--- src/rtl/video_pkg.sv ---
// video_pkg: shared raster geometry defaults and video output FSM state type
package video_pkg;
    localparam int p_WIDTH  = 640;
    localparam int p_HEIGHT = 480;
    localparam int H_BLANK  = 160;
    localparam int V_BLANK  = 40;
    typedef enum logic [1:0] {IDLE, ACTIVE, HBLANK, VBLANK} vout_state_t;
endpackage

--- src/rtl/video_timing_cnt.sv ---
// video_timing_cnt: horizontal/vertical raster counters with terminal-count flags
module video_timing_cnt #(
    parameter int p_WIDTH  = video_pkg::p_WIDTH,
    parameter int p_HEIGHT = video_pkg::p_HEIGHT,
    parameter int H_BLANK  = video_pkg::H_BLANK,
    parameter int V_BLANK  = video_pkg::V_BLANK
) (
    input  logic                   clk,
    input  logic                   nRST,
    input  video_pkg::vout_state_t state,
    output logic                   h_last,
    output logic                   v_last,
    output logic                   vb_last
);
    import video_pkg::*;
    localparam int VBT = V_BLANK * (p_WIDTH + H_BLANK);
    localparam int HW  = $clog2((p_WIDTH > H_BLANK ? p_WIDTH : H_BLANK) + 1);
    localparam int VW  = $clog2((VBT > p_HEIGHT ? VBT : p_HEIGHT) + 1);
    logic [HW-1:0] h_cnt;
    logic [VW-1:0] v_cnt;
    always_comb begin
        h_last  = (state == ACTIVE && h_cnt == HW'(p_WIDTH - 1)) ||
                  (state == HBLANK && h_cnt == HW'(H_BLANK - 1));
        v_last  = v_cnt == VW'(p_HEIGHT - 1);
        vb_last = state == VBLANK && v_cnt == VW'(VBT - 1);
    end
    // v_cnt doubles as the flat blanking counter during VBLANK
    always_ff @(posedge clk) begin
        if (!nRST) begin
            h_cnt <= '0;
            v_cnt <= '0;
        end else begin
            h_cnt <= (state == ACTIVE || state == HBLANK) && !h_last ? h_cnt + 1'b1 : '0;
            v_cnt <= state == HBLANK && h_last ? (v_last ? '0 : v_cnt + 1'b1)
                   : state == VBLANK ? (vb_last ? '0 : v_cnt + 1'b1)
                   : state == IDLE ? '0 : v_cnt;
        end
    end
endmodule

--- src/rtl/video_out_gen.sv ---
// video_out_gen: pops grey pixels from a FWFT FIFO and drives a fixed-timing raster stream
module video_out_gen #(
    parameter int p_WIDTH  = video_pkg::p_WIDTH,
    parameter int p_HEIGHT = video_pkg::p_HEIGHT,
    parameter int H_BLANK  = video_pkg::H_BLANK,
    parameter int V_BLANK  = video_pkg::V_BLANK
) (
    input  logic       clk,
    input  logic       nRST,
    input  logic       enable,
    input  logic       empty,
    input  logic [7:0] data_in,
    output logic       r_e,
    output logic [7:0] pixel_out,
    output logic       line_valid,
    output logic       frame_valid,
    output logic       frame_end,
    output logic       underrun
);
    import video_pkg::*;
    vout_state_t state;
    logic h_last, v_last, vb_last, start;
    assign start = enable && !empty;
    assign r_e   = nRST && state == ACTIVE && !empty;
    video_timing_cnt #(
        .p_WIDTH(p_WIDTH), .p_HEIGHT(p_HEIGHT), .H_BLANK(H_BLANK), .V_BLANK(V_BLANK)
    ) u_cnt (
        .clk(clk), .nRST(nRST), .state(state),
        .h_last(h_last), .v_last(v_last), .vb_last(vb_last)
    );
    // Timing never stalls: an empty FIFO during ACTIVE yields a black pixel and an underrun pulse
    always_ff @(posedge clk) begin
        if (!nRST) begin
            state       <= IDLE;
            pixel_out   <= 8'h00;
            line_valid  <= 1'b0;
            frame_valid <= 1'b0;
            frame_end   <= 1'b0;
            underrun    <= 1'b0;
        end else begin
            pixel_out   <= r_e ? data_in : 8'h00;
            line_valid  <= state == ACTIVE;
            frame_valid <= state == ACTIVE || state == HBLANK;
            underrun    <= state == ACTIVE && empty;
            frame_end   <= vb_last;
            case (state)
                IDLE:    if (start) state <= ACTIVE;
                ACTIVE:  if (h_last) state <= HBLANK;
                HBLANK:  if (h_last && v_last) state <= VBLANK;
                         else if (h_last) state <= ACTIVE;
                default: if (vb_last && start) state <= ACTIVE;
                         else if (vb_last) state <= IDLE;
            endcase
        end
    end
endmodule

--- config.mk ---
export PLATFORM = sky130hd
export DESIGN_NAME = video_out_gen
export DESIGN_NICKNAME = d
export VERILOG_FILES = /design/src/rtl/video_pkg.sv /design/src/rtl/video_timing_cnt.sv /design/src/rtl/video_out_gen.sv
export SDC_FILE = /design/constraint.sdc
export NUM_CORES = 1
export LEC_CHECK = 0
export ABC_AREA = 1
export CORE_MARGIN = 3
export CORE_UTILIZATION = 30
export DETAILED_ROUTE_END_ITERATION = 10
export SYNTH_ARGS = -nofsm -noshare
export SYNTH_HDL_FRONTEND = slang
export SYNTH_HIERARCHICAL = 1
export SYNTH_SLANG_ARGS = --single-unit
--- constraint.sdc ---
create_clock -name clk -period 2.4 [get_ports clk]
set_input_delay 0.36 -clock clk [delete_from_list [all_inputs] [get_ports clk]]
set_output_delay 0.36 -clock clk [all_outputs]
set_load 0.01 [all_outputs]
-- Word-level counts from Yosys, hierarchy flattened
Cells that the tools add are included.
- flip-flop bits (word level): 39
- bits of input ports: 12
- output and inout bits: 13
- logic and storage cells: 53
- $add $sub $neg: 2
- eq/ne operators: 10
- multiplexer cells: 12
- reduce and logical (&&, ||, !) cells: 21
- operators with widths (cell ; number):
    2-to-1 mux 15 bit ; 5
    adder 15 x 1 -> 15 bit, second input constant ; 1
    equality test 15 bit, second input constant ; 1
    equality test 15 x 9 -> 1 bit, second input constant ; 1
    2-to-1 mux 2 bit ; 6
    logical AND 1 bit ; 11
    adder 10 x 1 -> 10 bit, second input constant ; 1
    equality test 10 bit, second input constant ; 1
    equality test 10 x 8 -> 1 bit, second input constant ; 1
    one-hot mux 2 bit (3 select lines) ; 1
    nonzero test 5 bit ; 1
    equality test 2 bit, second input constant ; 2
    inequality test 2 bit, second input constant ; 2
    AND reduction 2 bit ; 2
    AND reduction 4 bit ; 1
    inequality test 3 x 2 -> 1 bit, second input constant ; 1
    nonzero test 3 bit ; 1
    equality test 2 x 1 -> 1 bit, second input constant ; 1
    zero test 1 bit ; 2
    zero test 2 bit ; 1
    logical OR 1 bit ; 2

-- Longest topological paths before layout
Gate-level depths: netlist (run 1).
- depth after elaboration: 6
- depth in mapped cells: 12
- mapped depth without buffers: 12

-- By module
Netlist (run 1), hierarchy kept.
- modules (own cells, without submodules) (module ; times used ; cells each ; area an instance (µm²) ; sequential area each (µm²)):
    video_timing_cnt ; 1 ; 303 ; 1806.7 ; 500.5
    video_out_gen ; 1 ; 66 ; 533.0 ; 280.3

-- Worst setup path after synthesis (run 1)
OpenSTA, ideal clock, no wires.
- path type: reg2reg
- from: reg state[1]
- to: reg state[0]
- setup time: 113 ps
- arrival: 1500 ps
- required time: 2287 ps
- setup slack: 787 ps
- cell stages (with the launch flop): 12
- path buffers: 1
- clock period less this slack: 1613 ps
- cell sequence: dfxtp_1 > ha_1 > buf_2 > nand2_1 > nor2_1 > nand2_1 > nor2_1 > nor2_1 > nand2_1 > nand3_2 > nor2_1 > nor2_1
- elaborated cells on any way between the ends: 18
- classes of those cells: eq/ne (6); mux (3); reduce/logical (9)
- RTL lines (element ; RTL line ; RTL):
    from (decl) ; video_out_gen.sv:21 ; vout_state_t state;
    from (signal assigned) ; video_out_gen.sv:34 ; state <= IDLE;
    from (signal assigned) ; video_out_gen.sv:47 ; IDLE: if (start) state <= ACTIVE;
    from (signal assigned) ; video_out_gen.sv:48 ; ACTIVE: if (h_last) state <= HBLANK;
    equality test 2 bit * ; video_timing_cnt.sv:25 ; vb_last = state == VBLANK && v_cnt == VW'(VBT - 1);
    logical AND 1 bit * ; video_timing_cnt.sv:25 ;
    net vb_last ; video_out_gen.sv:22 ; logic h_last, v_last, vb_last, start;
    logical AND 1 bit ; video_out_gen.sv:51 ; default: if (vb_last && start) state <= ACTIVE;
    nonzero test 5 bit (no line) / 2-to-1 mux 2 bit (equally long branches) ; -- ;
    AND reduction 4 bit (no line) / one-hot mux 2 bit (3 select lines) (equally long branches) ; -- ;
Mark *: on every way through the listed nets, which the timed path passes. The rest lies on a longest branch.
A chain may end at the register's enable or synchronous reset.

-- Final worst setup path (run 1)
- from: reg state[1]
- to: out r_e
- word-level cells in the longest chain between the ends: 3
- RTL lines (element ; RTL line ; RTL):
    equality test 2 x 1 -> 1 bit ; video_out_gen.sv:24 ; assign r_e = nRST && state == ACTIVE && !empty;
    logical AND 1 bit (2 in series) ; video_out_gen.sv:24 ;
    to (decl) ; video_out_gen.sv:13 ; output logic r_e,
Every way passes these cells.

==> flow_summary_export.csv, run 1 <==
group,metric,value,unit
yosys,syn_area_per_cell,6.34,um2
setup_path,cp-startpoint,"state[1]$_SDFFE_PN0P_",
sta,final-hold-violation-count,0,
power,vdd_ir_drop_max,277,uV
die,die_y,94.3,um
setup_path,r2r-start,"u_cnt/v_cnt[0]$_SDFFE_PN0P_",
sta,fin_skew,0.00582,ns
die,die_w,94.3,um
status,status,"completed",
yosys,ys_ff_latch,39,
die,ios,25,
global_routing,antenna_found_initial,0,
power,p_leak,0.00121,uW
clock_tree,cts_made_buffers,5,
setup_path,reg2reg_setup_slack,0.37,ns
yosys,synthCells,369,
setup_path,cp_max_fo,7,
final_layout,layout.nets,418,
sta,rsz0062_at_grt,"no",
routing,wl,5400,um
clock_tree,post-cts-setup-buffers,0,
final_layout,diodes,0,
setup_path,end_kind,"output port",
clock_tree,tritoncts,"yes",
yosys,synthesis.nets,391,
sta,period_share,89.7,%
setup_path,path_class,"reg2out",
sta,report.final.slew_viol_count,0,
global_routing,grt_start_max_net_pins,19,
power,totalPowerFinal,2060,uW
min_path,hp-start,"u_cnt/h_cnt[0]$_SDFF_PN0_",
final_layout,stdcell_area,2800,um2
setup_path,startpoint_type,"flip-flop",
clock_tree,h-tree-depth,2,
die,die_area,8890,um2
clock_tree,root_buffer,"clkbuf_8",
place,post_dp_cell_area,2680,um2
sta,relSlewSlack,70.7,%
routing,drc,0,
clock_tree,hold_buffers,0,
sta,fin_crit,2.15,ns
routing,vias,2300,
run,maxCapViolCount,0,
yosys,synth_area,2340,um2
sta,setup_viol,0,
clock_tree,clock_path_buffers,2,
clock_tree,clock_sinks,39,
setup_path,cp.arrival,1.79,ns
clock_tree,cts_resized,0,
final_layout,drive_gt1_share,6.80,%
sta,fin_ws,0.246,ns
place,place.gp.congestion,0.891,
routing,vias_per_cell,4.64,
yosys,yosys.cell_types.count,30,
routing,drt_iter0_drc,204,
die,initial_core_util,31.6,%
global_routing,grt_overflow,0,
clock_tree,path_clk_slew,0.09,ns
global_routing,grt_pass1_vias,1998,
routing,wl_per_cell,10.9,um
final_layout,syn_to_final_growth,19.7,%
yosys,seq_area_frac_synth,33.4,%
routing,first_pass_iters,4,
sta,fmax,464,MHz
global_routing,grt_usage,13.0,%
place,port_buffers,24,
min_path,hp-class,"reg2reg",
die,core_area,7410,um2
place,place_ws,0.424,ns
clock_tree,clkLatencyLatePin,0.30,ns
yosys,synth_warnings,6,
place,hpwl,4070,um
sta,tightest_slew,0.439,ns
power,power_density,736,nW/um2
sta,finalSetupTns,0,ns
global_routing,grt_pass1_wl,9310,um
die,rows,31,
routing,ant_nets,0,
setup_path,critPathRequiredTime,2.04,ns
==> layout by cell type (no fill, tap or decap), types with 3 or more instances in the layout <==
master,netlist,final
nand4_1,11,11
nand3_1,29,29
inv_1,49,49
dfxtp_1,39,39
clkbuf_8,0,5
clkdlybuf4s50_1,0,24
ha_1,10,10
a21oi_1,13,13
nand2_1,96,96
buf_4,0,4
nor2_1,74,74
nand2_2,3,3
o21ai_0,10,10
xor2_1,8,8
==> cell usage after synthesis <==
library cell   n  share of area (%)
nand2_1       96                 15
nor2_1        74                 12
inv_1         49                7.9
dfxtp_1       39                 33
nand3_1       29                6.2
a21oi_1       13                2.8
nand4_1       11                2.9
ha_1          10                5.3
o21ai_0       10                2.1
xor2_1         8                3.0
nand2_2        3               0.80
buf_2          2               0.43
buf_6          2               0.96
clkbuf_1       2               0.32
clkbuf_2       2               0.43
inv_2          2               0.32
nor2_2         2               0.53
nor3b_1        2               0.64
or2_2          2               0.53
a211oi_1       1               0.32
a21oi_2        1               0.37
nand2_4        1               0.48
nand3_2        1               0.43
nand3b_1       1               0.32
nand4_2        1               0.53
nor2_4         1               0.48
nor3_1         1               0.21
nor4_1         1               0.27
o21ai_2        1               0.37
o21bai_1       1               0.32
==> critical path, cell delays in order, from the launching register on <==
cell             delay, ns
dfxtp_1               0.38
inv_1                 0.13
ha_1                  0.23
nand2_2               0.08
nor2_2                0.12
clkdlybuf4s50_1       0.56
==> cells by family (layout without fill, tap and decap cells) <==
group | Yosys count | in the layout | share of synthesized area, %
adder cells (fa/ha/maj) | 10 | 10 | 5.35
flip-flops | 39 | 39 | 33.4
AO/OA/AOI/OAI | 27 | 27 | 6.31
buffers and inverters | 59 | 87 | 10.3
XOR/XNOR | 8 | 8 | 2.99
AND/OR/NAND/NOR | 226 | 226 | 41.7
==> metrics by stage <==
step	hold WS, ns	instances	utilization [%]
after detailed placement	0.443	488	36.2
after floorplan	0.418	369	-
final	0.455	496	37.8
after global routing	0.493	496	37.8
after global placement	0.434	488	36.2
after CTS	0.461	496	37.8
==> per-layer routing <==
metal  wire (um)  GRT usage, %  up-vias
li1            -             -     1206
met1        2640          17.8     1029
met2        2390          20.3       59
met3         286          2.16        6
met4          78          5.17        0
met5           0             0        -
==> worst paths after layout <==
path / to / depth (start not counted)
max: r_e / 5
min: u_cnt/h_cnt[0]$_SDFF_PN0_ / 1
max reg2reg: state[0]$_SDFFE_PN0P_ / 11
min reg2reg: u_cnt/h_cnt[0]$_SDFF_PN0_ / 1
==> state kept, by name (all words and copies together) (netlist names) <==
name / cells
frame_end: 1
frame_valid: 1
underrun: 1
pixel_out: 8
line_valid: 1
u_cnt/v_cnt: 15
state: 2
u_cnt/h_cnt: 10
==> layout make-up <==
type	count	area, um2
Clock buffer	5	68.8
Sequential cell	39	781
Clock inverter	3	47.5
Timing Repair Buffer	28	270
Inverter	51	191
Fill cell	811	4610
Multi-Input combinational cell	271	1320
Tap cell	99	124
==> power by group <==
group | internal (uW) | switching (uW)
Sequential | 724 | 88.1
Clock | 315 | 258
Combinational | 257 | 418
Total | 1300 | 764
Note: power is estimated with default switching activity, not from simulation.
==> inputs of run 2 (changes only) <==
--- a/config.mk
+++ b/config.mk
@@ -7,8 +7,9 @@
 export LEC_CHECK = 0
 export ABC_AREA = 1
 export CORE_MARGIN = 3
-export CORE_UTILIZATION = 30
+export CORE_UTILIZATION = 60
 export DETAILED_ROUTE_END_ITERATION = 10
+export PLACE_DENSITY = 0.84
 export SYNTH_ARGS = -nofsm -noshare
 export SYNTH_HDL_FRONTEND = slang
 export SYNTH_HIERARCHICAL = 1
==> run 2 against run 1 <==
Against the previous run:
- worst setup slack worse by 0.016 ns
- sequential share of layout area up 0.68 points
- wire length grew 2.0%
- via count increased by 1.5%
- combinational power increased by 2%
- final cell count decreased by 10%
- power increased by 1.5%
- sequential power about the same
- largest power group unchanged
- worst hold slack better by 0.0033 ns
- core utilization increased by 36 points
- highest routed layer unchanged
==> flow_summary_export.csv, run 2 (synthesis results as in run 1) <==
group,metric,value,unit
status,status,"completed",
clock_tree,hold_buffers,0,
clock_tree,root_buffer,"clkbuf_8",
routing,wl_per_cell,12.4,um
sta,relSlewSlack,72.0,%
die,core_area,3720,um2
sta,final-hold-violation-count,0,
sta,tightest_slew,0.419,ns
sta,setup_viol,0,
die,ios,25,
final_layout,drive_gt1_share,6.57,%
power,vdd_ir_drop_max,408,uV
global_routing,antenna_found_initial,0,
power,power_density,765,nW/um2
routing,ant_nets,0,
routing,first_pass_iters,5,
clock_tree,clkLatencyLatePin,0.30,ns
die,die_w,68.4,um
die,initial_core_util,63.0,%
sta,fin_skew,0.0136,ns
final_layout,layout.nets,417,
sta,report.final.slew_viol_count,0,
global_routing,grt_usage,25.4,%
final_layout,diodes,0,
final_layout,reg_top3,"u_cnt/v_cnt (15), u_cnt/h_cnt (10), pixel_out (8)",
power,seqPwrFrac,39.0,%
min_path,hp-start,"u_cnt/h_cnt[0]$_SDFF_PN0_",
min_path,hp-class,"reg2reg",
setup_path,crit_chain,"inv_1 > ha_1 > nand2_2 > nor2_2 > clkdlybuf4s50_1",
routing,drc,0,
place,port_buffers,24,
power,p_int,1320,uW
final_layout,largest-register,"u_cnt/v_cnt",
clock_tree,post-cts-setup-buffers,0,
global_routing,grt_overflow,0,
power,clockPowerShare,28.0,%
final_layout,num-fill-cells,313,
sta,finalSetupTns,0,ns
setup_path,reg2reg_setup_slack,0.33,ns
setup_path,startpoint_type,"flip-flop",
place,place.gp.congestion,0.927,
final_layout,layout_commonest_cell,"nand2_1",
global_routing,grt_pass1_wl,8980,um
clock_tree,cts_made_buffers,5,
setup_path,rr_worst_depth,10,
die,rows,22,
routing,vias,2335,
power,swShare,36.7,%
sta,fmax,461,MHz
setup_path,timing.rr.end,"state[1]$_SDFFE_PN0P_",
final_layout,largest_register_ffs,15,
clock_tree,cts_resized,0,
final_layout,layout_common_cells,"nand2_1, nor2_1, inv_1",
global_routing,grt_start_max_net_pins,25,
setup_path,crit_path_top_delay_cell,"clkdlybuf4s50_1",
setup_path,path_class,"reg2out",
die,die_area,4680,um2
sta,period_share,90.4,%
routing,drt_iter0_drc,265,
routing,vias_per_cell,5.26,
place,hpwl,4110,um
final_layout,syn_to_final_growth,16.8,%
power,p_switching,766,uW
clock_tree,clock_path_buffers,2,
clock_tree,clock_sinks,39,
run,maxCapViolCount,0,
die,die_y,68.4,um
routing,wl,5510,um
setup_path,critPathRequiredTime,2.04,ns
setup_path,cp_slowest_stage_delay,0.55,ns
setup_path,cp.arrival,1.81,ns
setup_path,r2r-start,"u_cnt/v_cnt[1]$_SDFFE_PN0P_",
sta,fin_crit,2.17,ns
setup_path,cp_max_fo,7,
clock_tree,path_clk_slew,0.08,ns
setup_path,end_kind,"output port",
sta,rsz0062_at_grt,"no",
clock_tree,h-tree-depth,2,
min_path,hold_depth,1,
final_layout,final_core_util,73.6,%
clock_tree,tritoncts,"yes",
power,power_frac_comb,33.0,%
global_routing,grt_pass1_vias,1981,
power,p_leak,0.00121,uW
min_path,min_to,"u_cnt/h_cnt[0]$_SDFF_PN0_",
[run 2: worst max path at each step]
stage / from / to / slack, ns / cells past startpoint
6_report: state[1]$_SDFFE_PN0P_ / r_e / 0.23 / 5
5_1_grt: state[1]$_SDFFE_PN0P_ / r_e / 0.14 / 5
4_1_cts: state[1]$_SDFFE_PN0P_ / r_e / 0.23 / 5
3_5_place_dp: nRST / r_e / 0.40 / 4
3_3_place_gp: nRST / r_e / 0.46 / 4
2_1_floorplan: state[1]$_SDFFE_PN0P_ / state[0]$_SDFFE_PN0P_ / 0.79 / 11
[run 2: area by class of cell]
cell class              instances  area, um2  area share, %
flip-flops and latches         39        781           28.6
clock inverters                 2       38.8           1.42
clock buffers                   6       82.6           3.02
well taps                      48       60.1           2.20
repair buffers                 27        263           9.61
multi-input cells             271       1320           48.2
inverters                      51        191           7.00
[run 2: metal layers]
| metal | part of all wire, % | GRT usage [%] |
|---|---|---|
| met2 | 46 | 40.9 |
| met1 | 46 | 34.5 |
| met4 | 0.83 | 6.20 |
| met5 | 0 | 0 |
| met3 | 7.4 | 5.25 |
[run 2: power groups by stage]
stage	Combinational (uW)	Clock (uW)	Sequential (uW)
6_report	690	585	815
2_1_floorplan	491	0	799
3_5_place_dp	678	0	827
3_3_place_gp	655	0	821
4_1_cts	687	601	811
5_1_grt	773	615	824
[run 2: worst max-delay path: cells and delay by family (launching register included)]
family	cells	cell delay, ns
adder cells (fa/ha/maj)	1	0.23
buffers and inverters	2	0.68
flip-flops	1	0.38
AND/OR/NAND/NOR	2	0.22
[run 2: through the flow]
step                      instance area [um2]  hold WS, ns  power [uW]  setup slack [ns]  std cells
after global placement                   2610        0.430        1480             0.456        436
final                                    2730        0.458        2090             0.231        444
after global routing                     2730        0.474        2210             0.144        444
after detailed placement                 2610        0.440        1510             0.399        436
after CTS                                2730        0.456        2100             0.225        444
after floorplan                          2340        0.418        1290             0.787        369
==> inputs of run 3 (changes only) <==
--- a/config.mk
+++ b/config.mk
@@ -7,9 +7,8 @@
 export LEC_CHECK = 0
 export ABC_AREA = 1
 export CORE_MARGIN = 3
-export CORE_UTILIZATION = 60
+export CORE_UTILIZATION = 38
 export DETAILED_ROUTE_END_ITERATION = 10
-export PLACE_DENSITY = 0.84
 export SYNTH_ARGS = -nofsm -noshare
 export SYNTH_HDL_FRONTEND = slang
 export SYNTH_HIERARCHICAL = 1
==> run 3 against run 2 <==
Against the previous run:
- global-route usage fell by 9.3 points
- final cell count is 5.6% higher
- clock power is 24% lower
- non-clock buffer count rose by 1
- worst hold slack lost 0.0056 ns
- combinational power down 2%
- die area rose by 52%
- core utilization decreased by 26 points
- register-to-register slack gained 0.05 ns
- final area is 0.18% higher
- wire length shrank 0.29%
- critical path type unchanged
- largest cell class unchanged
- highest routed layer unchanged
==> flow_summary_export.csv, run 3 (synthesis results as in run 1) <==
group,metric,value,unit
setup_path,cp_max_fo,7,
routing,drt_iter0_drc,129,
global_routing,antenna_found_initial,0,
final_layout,stdcell_area,2740,um2
sta,fin_ws,0.272,ns
routing,vias,2229,
final_layout,drive_gt1_share,6.80,%
global_routing,grt_overflow,0,
die,die_area,7130,um2
setup_path,path_class,"reg2out",
final_layout,layout.nets,418,
final_layout,register_area,781,um2
clock_tree,cts_resized,0,
place,place_ws,0.403,ns
clock_tree,root_buffer,"clkbuf_8",
setup_path,critPathRequiredTime,2.04,ns
clock_tree,clkLatencyLatePin,0.29,ns
setup_path,cp.arrival,1.77,ns
clock_tree,h-tree-depth,2,
clock_tree,clock_sinks,39,
die,die_y,84.5,um
sta,finalSetupTns,0,ns
global_routing,grt_start_max_net_pins,16,
place,place.gp.congestion,0.930,
sta,tightest_slew,0.451,ns
global_routing,grt_pass1_wl,9380,um
clock_tree,post-cts-setup-buffers,0,
routing,vias_per_cell,4.75,
final_layout,layout_commonest_cell,"nand2_1",
sta,hold_slack,0.452,ns
final_layout,layout_common_cells,"nand2_1, nor2_1, inv_1",
sta,rsz0062_at_grt,"no",
power,vdd_ir_drop_max,370,uV
final_layout,largest-register,"u_cnt/v_cnt",
setup_path,end_kind,"output port",
global_routing,grt_usage,16.1,%
power,power_density,706,nW/um2
global_routing,grt_pass1_vias,2031,
clock_tree,tritoncts,"yes",
sta,fin_crit,2.13,ns
power,p_leak,0.00119,uW
sta,report.final.slew_viol_count,0,
routing,wl,5490,um
routing,wl_per_cell,11.7,um
min_path,hp-class,"reg2reg",
place,post_dp_cell_area,2650,um2
place,port_buffers,24,
clock_tree,cts_made_buffers,5,
routing,ant_nets,0,
run,maxCapViolCount,0,
die,core_area,5740,um2
die,rows,27,
final_layout,multi_input_area,1320,um2
die,die_w,84.5,um
setup_path,startpoint_type,"flip-flop",
final_layout,reg_top3,"u_cnt/v_cnt (15), u_cnt/h_cnt (10), pixel_out (8)",
sta,period_share,88.7,%
final_layout,num-fill-cells,624,
place,hpwl,4240,um
status,status,"completed",
final_layout,largest_register_ffs,15,
clock_tree,path_clk_slew,0.08,ns
sta,relSlewSlack,69.9,%
final_layout,diodes,0,
sta,fin_skew,0.00311,ns
sta,fmax,470,MHz
die,ios,25,
die,initial_core_util,40.7,%
clock_tree,clock_path_buffers,2,
routing,first_pass_iters,4,
sta,final-hold-violation-count,0,
sta,setup_viol,0,
routing,drc,0,
clock_tree,hold_buffers,0,
final_layout,syn_to_final_growth,17.1,%
-- run 3: cell count changes in the layout (fill, tap and decap cells not counted) --
cell | previous run | this run
clkbuf_8 | 6 | 5
buf_4 | 3 | 4
bufinv_16 | 1 | 0
inv_6 | 1 | 0
clkinv_2 | 0 | 1
clkinvlp_4 | 0 | 2
-- run 3: metrics by stage --
step / std cells / utilization (%) / power, uW
after floorplan: 369 / - / 1290
after global placement: 461 / 46.1 / 1500
after detailed placement: 461 / 46.1 / 1510
after CTS: 469 / 47.7 / 1970
after global routing: 469 / 47.7 / 2100
final: 469 / 47.7 / 1930
-- run 3: layout make-up --
class / count / share of cell area (%)
clock buffer: 5 / 2.51
inverter: 51 / 6.99
multi-input combinational: 271 / 48.1
sequential: 39 / 28.5
timing repair buffer: 28 / 9.87
tap: 72 / 3.29
clock inverter: 3 / 0.731
-- run 3: worst max-delay path: stages, from the launching register on --
cell             delay [ns]
dfxtp_1                0.38
inv_1                  0.13
ha_1                   0.23
nand2_2                0.09
nor2_2                 0.11
clkdlybuf4s50_1        0.55
-- run 3: final timing paths --
path,startpoint,to,slack (ns),depth (start not counted)
worst max-delay path,state[1]$_SDFFE_PN0P_,r_e,0.27,5
worst max register to register,u_cnt/v_cnt[1]$_SDFFE_PN0P_,state[1]$_SDFFE_PN0P_,0.38,10
worst min-delay path,u_cnt/h_cnt[0]$_SDFF_PN0_,u_cnt/h_cnt[0]$_SDFF_PN0_,0.45,1
worst min register to register,u_cnt/h_cnt[0]$_SDFF_PN0_,u_cnt/h_cnt[0]$_SDFF_PN0_,0.45,1
-- run 3: metal layers --
layer / vias up / GRT usage (%) / share of wire (%)
met5: - / 0 / 0
met4: 0 / 5.61 / 2.0
met3: 11 / 3.14 / 5.7
met2: 51 / 24.9 / 43
met1: 965 / 22.3 / 49
li1: 1202 / - / -
-- run 3: power by group --
part           internal (uW)  switching (uW)
clock                    202             243
sequential               724            90.0
combinational            258             416
total                   1180             749
